### config.mk
export PLATFORM = sky130hd
export DESIGN_NAME = univ_shift_reg_p
export DESIGN_NICKNAME = d
export VERILOG_FILES = /design/src/rtl/univ_shift_reg_p.sv
export SDC_FILE = /design/constraint.sdc
export NUM_CORES = 1
export LEC_CHECK = 0
export ABC_AREA = 0
export CORE_MARGIN = 10
export CORE_UTILIZATION = 48
export DETAILED_ROUTE_END_ITERATION = 8
export HOLD_SLACK_MARGIN = 0.02
export PLACE_DENSITY = 0.88
export SYNTH_ARGS = -nofsm -noshare
export SYNTH_HDL_FRONTEND = slang
export SYNTH_SLANG_ARGS = --single-unit
### constraint.sdc
create_clock -name clk -period 1.8 [get_ports clk]
set_input_delay 0.18 -clock clk [delete_from_list [all_inputs] [get_ports clk]]
set_output_delay 0.18 -clock clk [all_outputs]
set_load 0.1 [all_outputs]
### src/rtl/univ_shift_reg_p.sv
// Parametrised universal shift register: parallel load, single shifts (plain/arith/rotate)
// and a counted autonomous burst of back-to-back shifts with a one-cycle done pulse.
module univ_shift_reg_p #(
    parameter int WIDTH = 8,
    parameter int CW    = 4
) (
    input  logic             clk,
    input  logic             rst,
    input  logic [WIDTH-1:0] pdata,
    input  logic             load,
    input  logic             shift_right,
    input  logic             shift_left,
    input  logic             rotate,
    input  logic             arith,
    input  logic             serial_in,
    input  logic             start,
    input  logic [CW-1:0]    count,
    output logic [WIDTH-1:0] out,
    output logic             serial_out,
    output logic             busy,
    output logic             done
);

    typedef enum logic [0:0] {IDLE = 1'b0, BURST = 1'b1} state_t;

    state_t           state_r;
    logic [WIDTH-1:0] out_r;
    logic             serial_out_r;
    logic             busy_r;
    logic             done_r;
    logic             dir_right_r;
    logic             rot_r;
    logic             arith_r;
    logic [CW-1:0]    remaining_r;
    logic             one_dir_s;

    // Returns {bit shifted out, new register value} for a single shift step.
    function automatic logic [WIDTH:0] shift_once(
        input logic [WIDTH-1:0] v,
        input logic             right,
        input logic             rot,
        input logic             ar,
        input logic             sin
    );
        logic fill;
        if (right) begin
            if (rot) begin
                fill = v[0];
            end else if (ar) begin
                fill = v[WIDTH-1];
            end else begin
                fill = sin;
            end
            return {v[0], fill, v[WIDTH-1:1]};
        end else begin
            if (rot) begin
                fill = v[WIDTH-1];
            end else begin
                fill = sin;
            end
            return {v[WIDTH-1], v[WIDTH-2:0], fill};
        end
    endfunction

    assign one_dir_s = shift_right ^ shift_left;

    // Control FSM and datapath; all outputs come straight from registers.
    always_ff @(posedge clk) begin
        if (!rst) begin
            state_r      <= IDLE;
            out_r        <= {WIDTH{1'b0}};
            serial_out_r <= 1'b0;
            busy_r       <= 1'b0;
            done_r       <= 1'b0;
            dir_right_r  <= 1'b0;
            rot_r        <= 1'b0;
            arith_r      <= 1'b0;
            remaining_r  <= {CW{1'b0}};
        end else begin
            done_r <= 1'b0;
            case (state_r)
                IDLE: begin
                    if (load) begin
                        out_r <= pdata;
                    end else if (start && one_dir_s) begin
                        if (count == {CW{1'b0}}) begin
                            done_r <= 1'b1;
                        end else begin
                            dir_right_r <= shift_right;
                            rot_r       <= rotate;
                            arith_r     <= arith;
                            remaining_r <= count;
                            busy_r      <= 1'b1;
                            state_r     <= BURST;
                        end
                    end else if (one_dir_s) begin
                        {serial_out_r, out_r} <= shift_once(out_r, shift_right, rotate, arith, serial_in);
                    end else begin
                        out_r <= out_r;
                    end
                end
                BURST: begin
                    {serial_out_r, out_r} <= shift_once(out_r, dir_right_r, rot_r, arith_r, serial_in);
                    remaining_r <= remaining_r - {{(CW-1){1'b0}}, 1'b1};
                    // Last shift of the burst: hand back control and flag completion.
                    if (remaining_r == {{(CW-1){1'b0}}, 1'b1}) begin
                        state_r <= IDLE;
                        busy_r  <= 1'b0;
                        done_r  <= 1'b1;
                    end else begin
                        state_r <= BURST;
                    end
                end
                default: begin
                    state_r <= IDLE;
                    busy_r  <= 1'b0;
                end
            endcase
        end
    end

    assign out        = out_r;
    assign serial_out = serial_out_r;
    assign busy       = busy_r;
    assign done       = done_r;

endmodule

==> impl_metrics.toml, run 1 <==
[route]
wl_mm = 3.67
first_pass_iters = 4
wl_per_cell_um = 16.6
vias_per_cell = 6.01
drc = 0
drt_first_iter_violations = 119
num_vias = 1328
antenna_left = 0

[sta]
hold_violations = 0
finalClockSkew_ns = 0.00635
fmax_mhz = 632
slew_violations = 0
worstMarginPinSlew_ns = 0.483
rsz0062_at_grt = "false"
min_period_ns = 1.58
finalSetupViolations = 0
slew_headroom_pct = 66.9
finalCritPeriodShare_pct = 87.9

[power_and_ir_drop]
peakVddDrop_uv = 494
p_total_mw = 1.23
power_density_nw_per_um2 = 731
leakage_nw = 0.660

[worst_setup_path]
worstPathMaxFanout = 15
critical-path-max-stage-delay_ns = 0.66
end_kind = "flop"
crit_family = "flip-flops"
path_buf_inv = 1
critPathKind = "flop to flop"
worstPathRequired_ns = 2.05
startpoint = "state_r"
cpMaxStageDelayCell = "dfxtp_1"
crit_arrival_ns = 1.84
reg2reg_from = "state_r"
critPathLaunchType = "flop"
crit_chain = "nor2_1 -> buf_4 -> a211oi_1 -> o221a_2"

[placement]
dp_hpwl_mm = 2.82
dpl.cell_count = 217
place_congestion = 0.963
numPortBuffers = 31

[cts]
cts_setup_buffers = 0
cts_resized = 0
path_clk_slew_ns = 0.12
tritoncts = "done"
htree_levels = 1
cts.sinks = 19
cts-root-buf = "clkbuf_4"
cts_made_buffers = 3
clkLatencyLatePin_ns = 0.30
cts_hold_buf = 0
cts_buffer_depth = 2

[grt]
grt_max_degree = 16
grt_usage_pct = 14.8
grt_pass1_wl_mm = 6.49
grt_antenna_before_repair = 0
grt_overflow = 0
grt_pass1_vias = 1371

[final_layout]
synthToLayoutAreaGrowth_pct = 31.5
drive_gt1_share_pct = 16.8
layoutNonFillerInstCount = 221
num-fill-cells = 213
nets = 215
antenna_cells = 0
largest_reg_flops = 8

[synthesis]
ys_types = 43
ys_seq_elements = 19
synth.largest_area_cell = "dfxtp_1"
synth-async-reset-ratio_pct = 0
synth_cells = 155
synthesis.area_um2 = 1280
synth_area_per_cell_um2 = 8.23
yosysMostFrequentCell = "nand2_1"
yosys-top-cells-area = "dfxtp_1, mux2i_1, nand2_1, o211ai_1, a21oi_1"
synth_fp_nets = 178
seq_area_frac_synth_pct = 29.8
synth-edff-count = 0
yosysWarnings = 0
ys.flop_type = "dfxtp_1"
synth_top_area_share_pct = 29.8
synth_commonest_cells = "nand2_1, dfxtp_1, mux2i_1"

[floorplan]
die_w_um = 71.6
ioPinCount = 32
die_h_um = 71.6
die_area_um2 = 5120
coreArea_um2 = 2500
initial_core_util_pct = 51.1
num_rows = 18

[run]
maxCapViolCount = 0

[hold_path]
hold_path_class = "flop to flop"
min-delay-start = "busy"

[status]
status = "finished clean"
-- layout make-up --
class | count | area [um^2] | area share [%]
tap | 30 | 37.5 | 2.24
clock buffer | 3 | 22.5 | 1.34
sequential | 19 | 380 | 22.7
clock inverter | 1 | 5.00 | 0.298
timing repair buffer | 42 | 390 | 23.3
inverter | 5 | 18.8 | 1.12
multi-input combinational | 121 | 823 | 49.1
-- through the flow --
stage	util (%)	setup WS [ns]	hold WS, ns	instance area [um^2]	setup TNS, ns
5_1_grt	67.1	0.0726	0.519	1680	0
2_1_floorplan	-	0.0150	0.346	1280	0
3_3_place_gp	66.0	0.00347	0.456	1650	0
4_1_cts	67.1	0.230	0.478	1680	0
3_5_place_dp	66.0	-0.0771	0.461	1650	-0.132
6_report	67.1	0.218	0.474	1680	0
-- cell families after synthesis --
kind of cell               share of synthesized area, %
AOI/OAI and AO/OA                                  24.8
xor gates and xnor gates                           2.06
adders and majority gates                          1.96
buffers and inverters                              5.69
DFF                                                29.8
muxes                                              11.8
and+or+nand+nor                                    23.9
-- power breakdown --
part           internal [mW]  total (mW)  leakage [nW]  switching, mW
clock network         0.0827       0.222        0.0177          0.140
registers              0.456       0.513         0.156         0.0570
logic                  0.192       0.492         0.486          0.300
-- worst register-to-register path: stages (launching register included) --
cell and delay, ns:
dfxtp_1 0.66, nor2_1 0.18, buf_4 0.18, a211oi_1 0.28, o221a_2 0.23
-- worst paths after layout --
| kind | slack [ns] | cells past startpoint | to |
|---|---|---|---|
| max | 0.22 | 4 | out[7] |
| min | 0.47 | 2 | busy |
| max reg2reg | 0.22 | 4 | out[7] |
| min reg2reg | 0.47 | 2 | busy |
-- cells in the final DEF, fill, tap and decap left out, types with 2 or more instances in the layout --
cell,netlist,routed
o21ai_0,3,3
nand3_1,8,8
clkdlybuf4s50_1,0,20
buf_4,1,20
o211ai_1,9,9
a21boi_0,3,3
nand2_1,20,20
dfxtp_1,19,19
clkbuf_4,0,3
nor2b_1,6,6
and2_1,2,2
a21oi_1,12,12
xnor2_1,2,2
nand2b_1,4,4
inv_1,5,5
a211oi_1,3,3
mux2i_1,15,15
nor2_1,10,10
buf_12,0,2
ha_1,2,2
-- routing by layer --
layer	vias up	global-route usage (%)	share of wire, %
met3	8	3.17	5.5
met2	54	25.4	50
li1	644	-	-
met5	-	0	0
met1	622	17.6	43
met4	0	4.95	1.1
(Power assumes the default switching activity.)
==> run 2, diff against run 1 <==
- GPL_TIMING_DRIVEN: default -> 0
==> run 2 against run 1 <==
Clock-buffer cell count rose by 1. Power decreased by 2.4%. Worst hold slack worse by 0.27 ns. Maximum frequency decreased by 8.9%. First-iteration DRC count shrank 14%. Sequential share of layout area up 0.63 points. Clock skew increased by 0.0033 ns. Sequential power shrank 2%. Register-to-register slack improved by 0.13 ns. Largest power group unchanged. Die area stayed put.
==> impl_metrics.toml, run 2 (synthesis results as in run 1) <==
[status]
status = "finished clean"

[placement]
dp_hpwl_mm = 2.80
dpl.cell_count = 215
place_congestion = 0.956
numPortBuffers = 30
place_ws_ns = -0.0618
place_area_um2 = 1610

[cts]
cts_made_buffers = 3
cts_buffer_depth = 2
tritoncts = "done"
cts.sinks = 19
cts_hold_buf = 0
clkLatencyLatePin_ns = 0.29
cts-root-buf = "clkbuf_4"
cts_setup_buffers = 0
path_clk_slew_ns = 0.12
htree_levels = 1
cts_resized = 23

[sta]
slew_headroom_pct = 36.3
hold_violations = 0
fmax_mhz = 576
worstMarginPinSlew_ns = 0.959
holdWs_ns = 0.207
fin_ws_ns = 0.0626
slew_violations = 0
finalClockSkew_ns = 0.00969
tns_ns = 0
rsz0062_at_grt = "false"
min_period_ns = 1.74
finalCritPeriodShare_pct = 96.5
finalSetupViolations = 0

[grt]
grt_overflow = 0
grt_usage_pct = 14.1
grt_pass1_vias = 1261
grt_max_degree = 11
grt_pass1_wl_mm = 6.20
grt_antenna_before_repair = 0

[power_and_ir_drop]
peakVddDrop_uv = 516
power_density_nw_per_um2 = 734
leakage_nw = 0.626
p_total_mw = 1.20

[route]
num_vias = 1323
wl_per_cell_um = 17.0
drt_first_iter_violations = 102
wl_mm = 3.73
drc = 0
first_pass_iters = 4
antenna_left = 0
vias_per_cell = 6.04

[final_layout]
final_common_cell = "nand2_1"
drive_gt1_share_pct = 11.6
largest_reg_flops = 8
layoutNonFillerInstCount = 219
final_core_util_pct = 65.3
final_cell_mix = "nand2_1, dfxtp_1, clkdlybuf4s50_1"
synthToLayoutAreaGrowth_pct = 27.9
nets = 213
finalInstanceArea_um2 = 1630
antenna_cells = 0

[worst_setup_path]
critPathKind = "flop to output port"
r2r_slack_ns = 0.35
crit_arrival_ns = 1.56
r2r_end = "remaining_r[3]"
cpMaxStageDelayCell = "clkdlybuf4s15_1"
crit_family = "buffers and inverters"
worstPathRequired_ns = 1.62
reg2reg_from = "state_r"
path_buf_inv = 1
worstPathMaxFanout = 4
end_kind = "output port"
cp_num_cells = 1
critical-path-max-stage-delay_ns = 0.85
critPathLaunchType = "flop"
crit_chain = "clkdlybuf4s15_1"
rr_worst_depth = 4

[floorplan]
die_area_um2 = 5120
die_w_um = 71.6
coreArea_um2 = 2500
num_rows = 18
initial_core_util_pct = 51.1
ioPinCount = 32
die_h_um = 71.6

[hold_path]
hold_path_depth = 3
hold_path_class = "input pin to flop"
min-delay-start = "rst"
hold_end = "remaining_r[0]"

[run]
maxCapViolCount = 0
run 2: power breakdown:
part	total [mW]	switching, mW	leakage, nW	internal (mW)
clock network	0.218	0.132	0.0150	0.0861
logic	0.474	0.307	0.455	0.168
registers	0.505	0.0496	0.156	0.456
run 2: how the worst max path moves through the flow:
stage                 from  endpoint  slack, ns
floorplan           out[0]    out[7]       0.01
global placement    out[7]    out[7]      -0.05
detailed placement  out[7]    out[7]      -0.06
CTS                 out[3]    out[3]       0.02
global route        out[1]    out[1]       0.03
finish              out[1]    out[1]       0.06
run 2: per-layer routing:
metal / wire length (um) / GRT usage (%) / part of all wire [%] / vias to the layer above
li1: - / - / - / 636
met1: 1710 / 17.8 / 46 / 639
met2: 1820 / 23.7 / 49 / 42
met3: 151 / 2.48 / 4.1 / 6
met4: 44 / 3.66 / 1.2 / 0
met5: 0 / 0 / 0 / -
run 2: cell type report:
class / instances / area, um^2
plain buffers: 10 / 53.8
clock buffers: 4 / 26.3
inverters: 5 / 18.8
fillers: 232 / 867
well taps: 30 / 37.5
repair buffers: 30 / 293
flip-flops and latches: 19 / 380
multi-input cells: 121 / 823
